**src/rtl/pll_lock_seq.sv**
```systemverilog
// PLL lock sequencer.
// Each channel pulses its PLL reset, waits for a synchronised lock, requires
// the lock to be held for a stable window, and then opens the output clock
// gate. Lock timeouts retry a bounded number of times before the channel
// parks in FAIL. Losing lock while running flags lock_lost and starts the
// sequence again.
module pll_lock_seq #(
    parameter int NUM_PLL             = 2,
    parameter int RST_CYCLES          = 16,
    parameter int LOCK_STABLE_CYCLES  = 64,
    parameter int LOCK_TIMEOUT_CYCLES = 4096,
    parameter int MAX_RETRY           = 3
) (
    input  logic               clkin1,
    input  logic               rst,
    input  logic [NUM_PLL-1:0] pll_lock,
    input  logic [NUM_PLL-1:0] restart_req,
    output logic [NUM_PLL-1:0] pll_rst,
    output logic [NUM_PLL-1:0] clkout0_gate,
    output logic [NUM_PLL-1:0] ready,
    output logic [NUM_PLL-1:0] fail,
    output logic [NUM_PLL-1:0] lock_lost,
    output logic               all_ready
);

    // The counter is sized for the longest window; it only ever counts up
    // to (window - 1), so it never wraps inside a state.
    localparam int MAX_RS   = (RST_CYCLES > LOCK_STABLE_CYCLES) ? RST_CYCLES : LOCK_STABLE_CYCLES;
    localparam int CNT_MAX  = (MAX_RS > LOCK_TIMEOUT_CYCLES) ? MAX_RS : LOCK_TIMEOUT_CYCLES;
    localparam int CW       = (CNT_MAX > 1) ? $clog2(CNT_MAX) : 1;

    localparam logic [CW-1:0] RST_LAST     = CW'(RST_CYCLES - 1);
    localparam logic [CW-1:0] STABLE_LAST  = CW'(LOCK_STABLE_CYCLES - 1);
    localparam logic [CW-1:0] TIMEOUT_LAST = CW'(LOCK_TIMEOUT_CYCLES - 1);
    localparam logic [3:0]    RETRY_LAST   = 4'(MAX_RETRY);

    typedef enum logic [2:0] {
        ST_RESET     = 3'd0,
        ST_WAIT_LOCK = 3'd1,
        ST_STABLE    = 3'd2,
        ST_RUN       = 3'd3,
        ST_FAIL      = 3'd4
    } state_e;

    for (genvar ch = 0; ch < NUM_PLL; ch++) begin : gChan

        logic          lockMeta_q;
        logic          lockSync_q;
        state_e        state_q,  state_d;
        logic [CW-1:0] cnt_q,    cnt_d;
        logic [3:0]    rty_q,    rty_d;
        logic          lost_q,   lost_d;
        logic          pllRst_q, pllRst_d;
        logic          gate_q,   gate_d;
        logic          ready_q,  ready_d;
        logic          fail_q,   fail_d;

        // Next-state logic; restart_req overrides every lock or timeout event,
        // and the outputs are decoded from the next state so they register
        // in step with the state they describe.
        always_comb begin
            state_d = state_q;
            cnt_d   = cnt_q;
            rty_d   = rty_q;
            lost_d  = lost_q;

            if (restart_req[ch]) begin
                state_d = ST_RESET;
                cnt_d   = '0;
                rty_d   = '0;
                lost_d  = 1'b0;
            end else begin
                case (state_q)
                    ST_RESET: begin
                        if (cnt_q == RST_LAST) begin
                            state_d = ST_WAIT_LOCK;
                            cnt_d   = '0;
                        end else begin
                            cnt_d = cnt_q + CW'(1);
                        end
                    end
                    ST_WAIT_LOCK: begin
                        if (lockSync_q) begin
                            state_d = ST_STABLE;
                            cnt_d   = '0;
                        end else if (cnt_q == TIMEOUT_LAST) begin
                            cnt_d = '0;
                            if (rty_q == RETRY_LAST) begin
                                state_d = ST_FAIL;
                            end else begin
                                state_d = ST_RESET;
                                rty_d   = rty_q + 4'd1;
                            end
                        end else begin
                            cnt_d = cnt_q + CW'(1);
                        end
                    end
                    ST_STABLE: begin
                        if (!lockSync_q) begin
                            state_d = ST_WAIT_LOCK;
                            cnt_d   = '0;
                        end else if (cnt_q == STABLE_LAST) begin
                            state_d = ST_RUN;
                            cnt_d   = '0;
                        end else begin
                            cnt_d = cnt_q + CW'(1);
                        end
                    end
                    ST_RUN: begin
                        if (!lockSync_q) begin
                            state_d = ST_RESET;
                            cnt_d   = '0;
                            rty_d   = '0;
                            lost_d  = 1'b1;
                        end
                    end
                    ST_FAIL: begin
                        state_d = ST_FAIL;
                    end
                    default: begin
                        state_d = ST_RESET;
                        cnt_d   = '0;
                        rty_d   = '0;
                    end
                endcase
            end

            pllRst_d = (state_d == ST_RESET) || (state_d == ST_FAIL);
            gate_d   = (state_d == ST_RUN);
            ready_d  = (state_d == ST_RUN);
            fail_d   = (state_d == ST_FAIL);
        end

        // State, counters, lock synchroniser and output registers; rst wins
        // over everything and parks the channel in RESET with PLL reset high.
        always_ff @(posedge clkin1) begin
            if (rst) begin
                lockMeta_q <= 1'b0;
                lockSync_q <= 1'b0;
                state_q    <= ST_RESET;
                cnt_q      <= '0;
                rty_q      <= '0;
                lost_q     <= 1'b0;
                pllRst_q   <= 1'b1;
                gate_q     <= 1'b0;
                ready_q    <= 1'b0;
                fail_q     <= 1'b0;
            end else begin
                lockMeta_q <= pll_lock[ch];
                lockSync_q <= lockMeta_q;
                state_q    <= state_d;
                cnt_q      <= cnt_d;
                rty_q      <= rty_d;
                lost_q     <= lost_d;
                pllRst_q   <= pllRst_d;
                gate_q     <= gate_d;
                ready_q    <= ready_d;
                fail_q     <= fail_d;
            end
        end

        assign pll_rst[ch]      = pllRst_q;
        assign clkout0_gate[ch] = gate_q;
        assign ready[ch]        = ready_q;
        assign fail[ch]         = fail_q;
        assign lock_lost[ch]    = lost_q;
    end

    assign all_ready = &ready;

endmodule
```
**config.mk**
```make
export PLATFORM = sky130hd
export DESIGN_NAME = pll_lock_seq
export DESIGN_NICKNAME = d
export VERILOG_FILES = /design/src/rtl/pll_lock_seq.sv
export SDC_FILE = /design/constraint.sdc
export NUM_CORES = 1
export LEC_CHECK = 0
export CORE_MARGIN = 3
export CORE_UTILIZATION = 40
export DETAILED_ROUTE_END_ITERATION = 10
export PLACE_DENSITY_LB_ADDON = 0.3
export SYNTH_ARGS = -nofsm -noshare
export SYNTH_HDL_FRONTEND = slang
export SYNTH_SLANG_ARGS = --single-unit
```
**constraint.sdc**
```tcl
create_clock -name clkin1 -period 2.11 [get_ports clkin1]
set_input_delay 0.5275 -clock clkin1 [delete_from_list [all_inputs] [get_ports clkin1]]
set_output_delay 0.5275 -clock clkin1 [all_outputs]
set_load 0.01 [all_outputs]
```
==> impl_results.md <==
- Antenna Nets Post-Route: 0
- Min Tclk post-route: 1960 ps
- Post-synth top area share: 0.401
- CP dominant cell by count: nor2_1
- Hold wc startpoint: gChan[1].lockMeta_q
- Yosys reg bits: 50
- Initial antenna violation count: 0
- Crit-path cells: ha_1, nand3_2, nor4_4, nor2_1, o31ai_2, buf_4, nor2_1
- Root Driver: clkbuf_8
- Routed via count: 1989
- Diodes inserted: 0
- Most numerous cell in the Yosys netlist: dfxtp_1
- Cell count after synthesis: 297
- Worst Path Arrival: 2160 ps
- Number of flops mapped to enable cells by yosys: 0
- Nets: 319
- # setup viols final: 0
- Combinational Power Share: 0.034
- Placement Setup Slack: 169 ps
- Syn_area_per_cell: 8.40 sq um
- Switching Share: 0.221
- Via/cell ratio: 5.18
- Hold_ws: 432 ps
- Top_reg_cell synth: dfxtp_1
- 1st-pass router iterations: 4
- Worst-path maximum fanout: 11
- Layout cells sized above 1: 0.100
- Final Wtd Congestion: 0.902
- Highest Clock Rate: 509 MHz
- Max VDD drop: 340 uV
- CP Class: flip-flop to flip-flop
- Layout Cell Area excl Fill: 0.00279 sq mm
- Global-route wire length before repair: 8190 um
- Hold Vio Cnt, Final: 0
- Commonest cells post-synth: dfxtp_1, nor2_1, nand2_1
- Setup tns final: 0 ps
- Post-DP HPWL: 3490 um
- Clock latency reported for the late side of the worst-skew pair: 300 ps
- Largest net degree at the start of global routing: 16
- Remaining DRCs: 0
- Vias in the first global route: 1868
- TritonCTS clock tree: built
- Placement Rows: 28
- Fin. max-slew vios: 0
- Net Switching: 0.342 mW
- Final Non-Filler Cells: 384
- Asr flop ratio synth: 0
- Die Ht: 85.0 um
- WP data required: 2300 ps
- Crit end category: flip-flop
- Status: finished clean
- Cell taking the most area after synthesis: dfxtp_1
- CTS Hold Bufs: 0
- RSZ-0062 raised after global routing: no
- Setup WS post-layout: 146 ps
- Register area share after synthesis: 0.401
- CP max stage cell: nor4_4
- Reg clk slew, reported paths: 90 ps
- Cell Area, Placed: 0.00270 sq mm
- Rel. slew slack: 0.718
- RR Endpoint: gChan[0].cnt_q[4]
- Cell internal pwr: 1.21 mW
- Fillers: 588
- Starting Density: 0.417
- R2r startpoint: gChan[0].cnt_q[0]
- Area occupied by registers: 0.00100 sq mm
- Leakage power: 0.999 nW
- Max Cap Viol: 0
- Synthesis-to-finish area growth: 11.9%
- Fin Clk Skew: 8.89 ps
- Post-Syn Area: 0.00250 sq mm
- DRT iter0 DRCs: 81
- Die outline width: 85.0 um
- Post-synthesis cell type count: 52
- Input/output buffers: 16
- Worst Hold Path EP: gChan[1].lockSync_q
- Sinks on Clock Net: 50
- Tightest Hold Check Type: flip-flop to flip-flop
- Core area: 0.00599 sq mm
- Ys Warns: 0
- Dpl cells: 377
- Multi-input gate area: 0.00134 sq mm
- CTS max path bufs: 2
- CP peak stage delay: 440 ps
- Tcrit/Tclk final: 0.931
- FF-to-FF path depth: 7
- Area contributors post-synth: dfxtp_1, nor2_1, xor2_1, buf_4, nand2_1
- Clock network power share: 0.348
- DIE AREA: 0.00722 sq mm
- Critical Path Source Type: flip-flop
- R2R Setup Slk: 150 ps
- Routed Wire Length: 4800 um
- Power density over cell area: 555 mW/mm^2
- Top Ports: 17
- GRT Util Overall: 0.138
- Flop pwr share: 0.617
- Total CTS buffers: 5
- Hold depth: 1
- Avg WL per Cell: 12.5 um
- Gr ovfl total: 0
- H-tree depth: 2
- Worst-Margin Slew: 419 ps
- Post-synthesis net count: 307
- Setup crit start: gChan[0].cnt_q[0]
==> cell type report <==
| type | instances | share of cell area |
|---|---|---|
| multi-input cells | 217 | 0.479 |
| inverters | 7 | 0.00941 |
| flip-flops and latches | 50 | 0.358 |
| repair buffers | 28 | 0.0896 |
| clock inverters | 2 | 0.00493 |
| well taps | 75 | 0.0336 |
| clock buffers | 5 | 0.0246 |
==> registers in the layout (all words and copies together), names as in the netlist <==
name	flops
gChan.state_q	6
gChan.rty_q	8
gChan.lockMeta_q	2
gChan.pllRst_q	2
gChan.fail_q	2
gChan.cnt_q	24
gChan.ready_q	2
gChan.lost_q	2
gChan.lockSync_q	2
==> per-stage QoR <==
stage | utilization | total power [mW]
floorplan | - | 1.01
global placement | 0.451 | 1.03
detailed placement | 0.451 | 1.03
CTS | 0.465 | 1.58
global route | 0.466 | 1.62
finish | 0.466 | 1.55
==> layout by cell type, fill, tap and decap left out, drive strengths merged, types with 6 or more instances in the layout <==
master | netlist | layout
a21oi | 14 | 14
a31oi | 6 | 6
buf | 16 | 12
clkdlybuf4s50 | 0 | 16
dfxtp | 50 | 50
inv | 7 | 8
nand2 | 20 | 20
nand3 | 12 | 12
nand4 | 10 | 10
nor2 | 49 | 49
nor2b | 7 | 7
nor3 | 8 | 8
o21ai | 11 | 11
xor2 | 18 | 18
==> worst max path at each step <==
stage                               endpoint  slack (ps)
final                      gChan[0].cnt_q[4]         150
after CTS                  gChan[0].cnt_q[3]         150
after detailed placement  gChan[0].cnt_q[10]         170
after global placement     gChan[0].cnt_q[1]         160
after floorplan           gChan[0].cnt_q[10]         340
after global routing       gChan[0].cnt_q[4]          30
==> what timing repair did <==
item                                    4_1_cts  5_1_grt
buffers inserted                              0        0
gates resized for setup                       0        1
endpoints found under the setup margin        0        1
==> power by group through the flow <==
stage / clock network [mW] / logic, mW / registers (mW)
2_1_floorplan: 0 / 0.0322 / 0.976
3_3_place_gp: 0 / 0.0543 / 0.978
3_5_place_dp: 0 / 0.0539 / 0.979
4_1_cts: 0.570 / 0.0541 / 0.957
5_1_grt: 0.602 / 0.0600 / 0.958
6_report: 0.539 / 0.0534 / 0.956
==> cell families (layout without fill, tap and decap cells) <==
family / after synthesis / after routing / share of synthesized area
and+or+nand+nor: 142 / 142 / 0.302
DFF: 50 / 50 / 0.401
AOI/OAI and AO/OA: 45 / 45 / 0.118
buffers and inverters: 30 / 42 / 0.0652
xor gates and xnor gates: 22 / 22 / 0.0772
adders and majority gates: 4 / 4 / 0.0201
muxes: 4 / 4 / 0.0165
==> metal layers <==
metal  GRT usage  vias up  part of all wire  wire length [um]
li1            -     1052                 -                 -
met1       0.181      896              0.50              2390
met2       0.224       37              0.46              2220
met3      0.0291        4             0.033               156
met4      0.0489        0            0.0075                36
met5           0        -                 0                 0
==> critical path, delay by kind of cell, from the launching register on <==
kind	cells	cell delay, ps
simple gates	4	790
flops	1	390
buf+inv	1	220
fa+ha+maj	1	200
compound gates	1	260
No activity file was read; power rests on OpenSTA's default activity.
==> edit, RTL diff (same settings) <==
The parameter `LOCK_TIMEOUT_CYCLES` goes from 4096 to 2048.
--- a/src/rtl/pll_lock_seq.sv
+++ b/src/rtl/pll_lock_seq.sv
@@ -8,7 +8,7 @@
     parameter int NUM_PLL             = 2,
     parameter int RST_CYCLES          = 16,
     parameter int LOCK_STABLE_CYCLES  = 64,
-    parameter int LOCK_TIMEOUT_CYCLES = 4096,
+    parameter int LOCK_TIMEOUT_CYCLES = 2048,
     parameter int MAX_RETRY           = 3
 ) (
     input  logic               clkin1,
Function: same outputs for any inputs over 10 cycles, from zero or initial values and one cycle with rst high; that may be too few to reach the edited logic, so the function may still have changed.
==> edit against the unedited design <==
  * Sequential power decreased by 3.9%
  * Synthesized area down 2.1%
  * Routed wire length down 2.3%
  * Sequential cell count fell by 2
  * Non-clock buffer count increased by 4
  * Critical path type unchanged
  * Final area rose by 0.13%
  * Hold slack improved by 0.0095 ns
  * Worst setup slack improved by 0.024 ns
  * Die area down 2.0%
  * Core utilization is 2.4 points higher
  * Via count is 1.8% lower
  * Power increased by 4.3%
  * Fmax rose by 1.2%
==> edit: results <==
group,metric,value,unit
critical_path,r2r_slack,0.17,ns
global_route,grt_usage,0.141,
die,die_width,84.2,um
critical_path,r2r_start,"gChan[1].cnt_q[0]$_SDFFE_PP0P_",
run_status,outcome,"finished clean",
critical_path,slowest_delay,0.38,ns
place,place_inst,360,
place,dpl_worst_slack,0.115,ns
global_route,grt_max_degree,15,
logic_synthesis,synth_nets,289,
logic_synthesis,ys_top_cells_by_count,"48 x dfxtp_1, 37 x nor2_1, 18 x nor3_1",
detailed_routing,viasPerCell,5.31,
finish,final_nets,305,
power_and_ir_drop,p_sw,328,uW
power_and_ir_drop,p_leak,0.000992,uW
timing,finalClockSkew,0.00889,ns
logic_synthesis,yosys-top-cells-area,"dfxtp_1 39%, nor2_1 5.7%, xnor2_1 4.3%",
critical_path,crit_path_max_fanout,10,
global_route,grt_pass1_wl,8.35,mm
worst_hold_path,whs_endpoint,"gChan[0].lockSync_q$_SDFF_PP0_",
logic_synthesis,synth_cell_types,57,
detailed_routing,num_vias,1954,
critical_path,crit_path_top_delay_cell,"dfxtp_1",
finish,layout-drive-gt1-share,0.122,
detailed_routing,wl_per_cell,12.7,um
timing,tightest_slew,0.516,ns
==> edit: changes by cell type in the layout (fill, tap and decap cells not counted), sizes merged, moves of 7 or more <==
cell / before / now
nor3: 8 / 19
xnor2: 4 / 12
nor2: 49 / 37
o21ai: 11 / 4
a211oi: 1 / 9
xor2: 18 / 10
==> edit: how the worst max path moves through the flow <==
stage | startpoint | to | slack (ns)
floorplan | gChan[1].cnt_q[0]$_SDFFE_PP0P_ | gChan[1].cnt_q[0]$_SDFFE_PP0P_ | 0.21
global placement | rst | gChan[0].ready_q$_SDFF_PP0_ | 0.14
detailed placement | rst | gChan[0].ready_q$_SDFF_PP0_ | 0.12
CTS | gChan[1].cnt_q[0]$_SDFFE_PP0P_ | gChan[1].cnt_q[7]$_SDFFE_PP0P_ | 0.13
global route | gChan[1].cnt_q[0]$_SDFFE_PP0P_ | gChan[1].cnt_q[6]$_SDFFE_PP0P_ | 0.01
finish | gChan[1].cnt_q[0]$_SDFFE_PP0P_ | gChan[1].cnt_q[3]$_SDFFE_PP0P_ | 0.17
==> edit: final cells by class <==
type | instances | area [um^2]
clock buffer | 6 | 72.6
timing repair buffer | 32 | 280
fill | 556 | 2910
multi-input combinational | 204 | 1340
inverter | 4 | 15.0
clock inverter | 2 | 35.0
sequential | 48 | 961
tap | 72 | 90.1
==> edit: cells by family (layout without fill, tap and decap cells) <==
kind of cell,Yosys count,after routing,share of synthesized area
mux,2,2,0.00819
fa+ha+maj,4,4,0.0205
buf+inv,27,44,0.0609
flops,48,48,0.393
simple gates,137,137,0.311
xor+xnor,22,22,0.0789
compound gates,39,39,0.128
==> edit: worst reg2reg max path: cells and delay by family, from the launching register on <==
family | cells | cell delay [ns]
simple gates | 4 | 0.82
flops | 1 | 0.38
compound gates | 1 | 0.24
fa+ha+maj | 1 | 0.20
buf+inv | 1 | 0.20
==> edit: metrics by stage <==
stage          power [uW]  cell area, um^2
6_report             1620             2800
5_1_grt              1680             2800
4_1_cts              1650             2790
3_5_place_dp          987             2680
3_3_place_gp          986             2680
2_1_floorplan         964             2440
==> edit: layer usage <==
metal	vias to the layer above	global-route usage	share of wire
met5	-	0	0
met4	0	0.0526	0.013
met3	6	0.0265	0.021
met2	13	0.236	0.49
met1	915	0.181	0.48
li1	1020	-	-
==> edit: power groups by stage <==
stage	registers, uW	logic, uW	clock network (uW)
3_5_place_dp	940	46.6	0
2_1_floorplan	937	26.9	0
5_1_grt	921	52.2	707
3_3_place_gp	940	45.6	0
4_1_cts	919	46.7	681
6_report	919	45.7	652
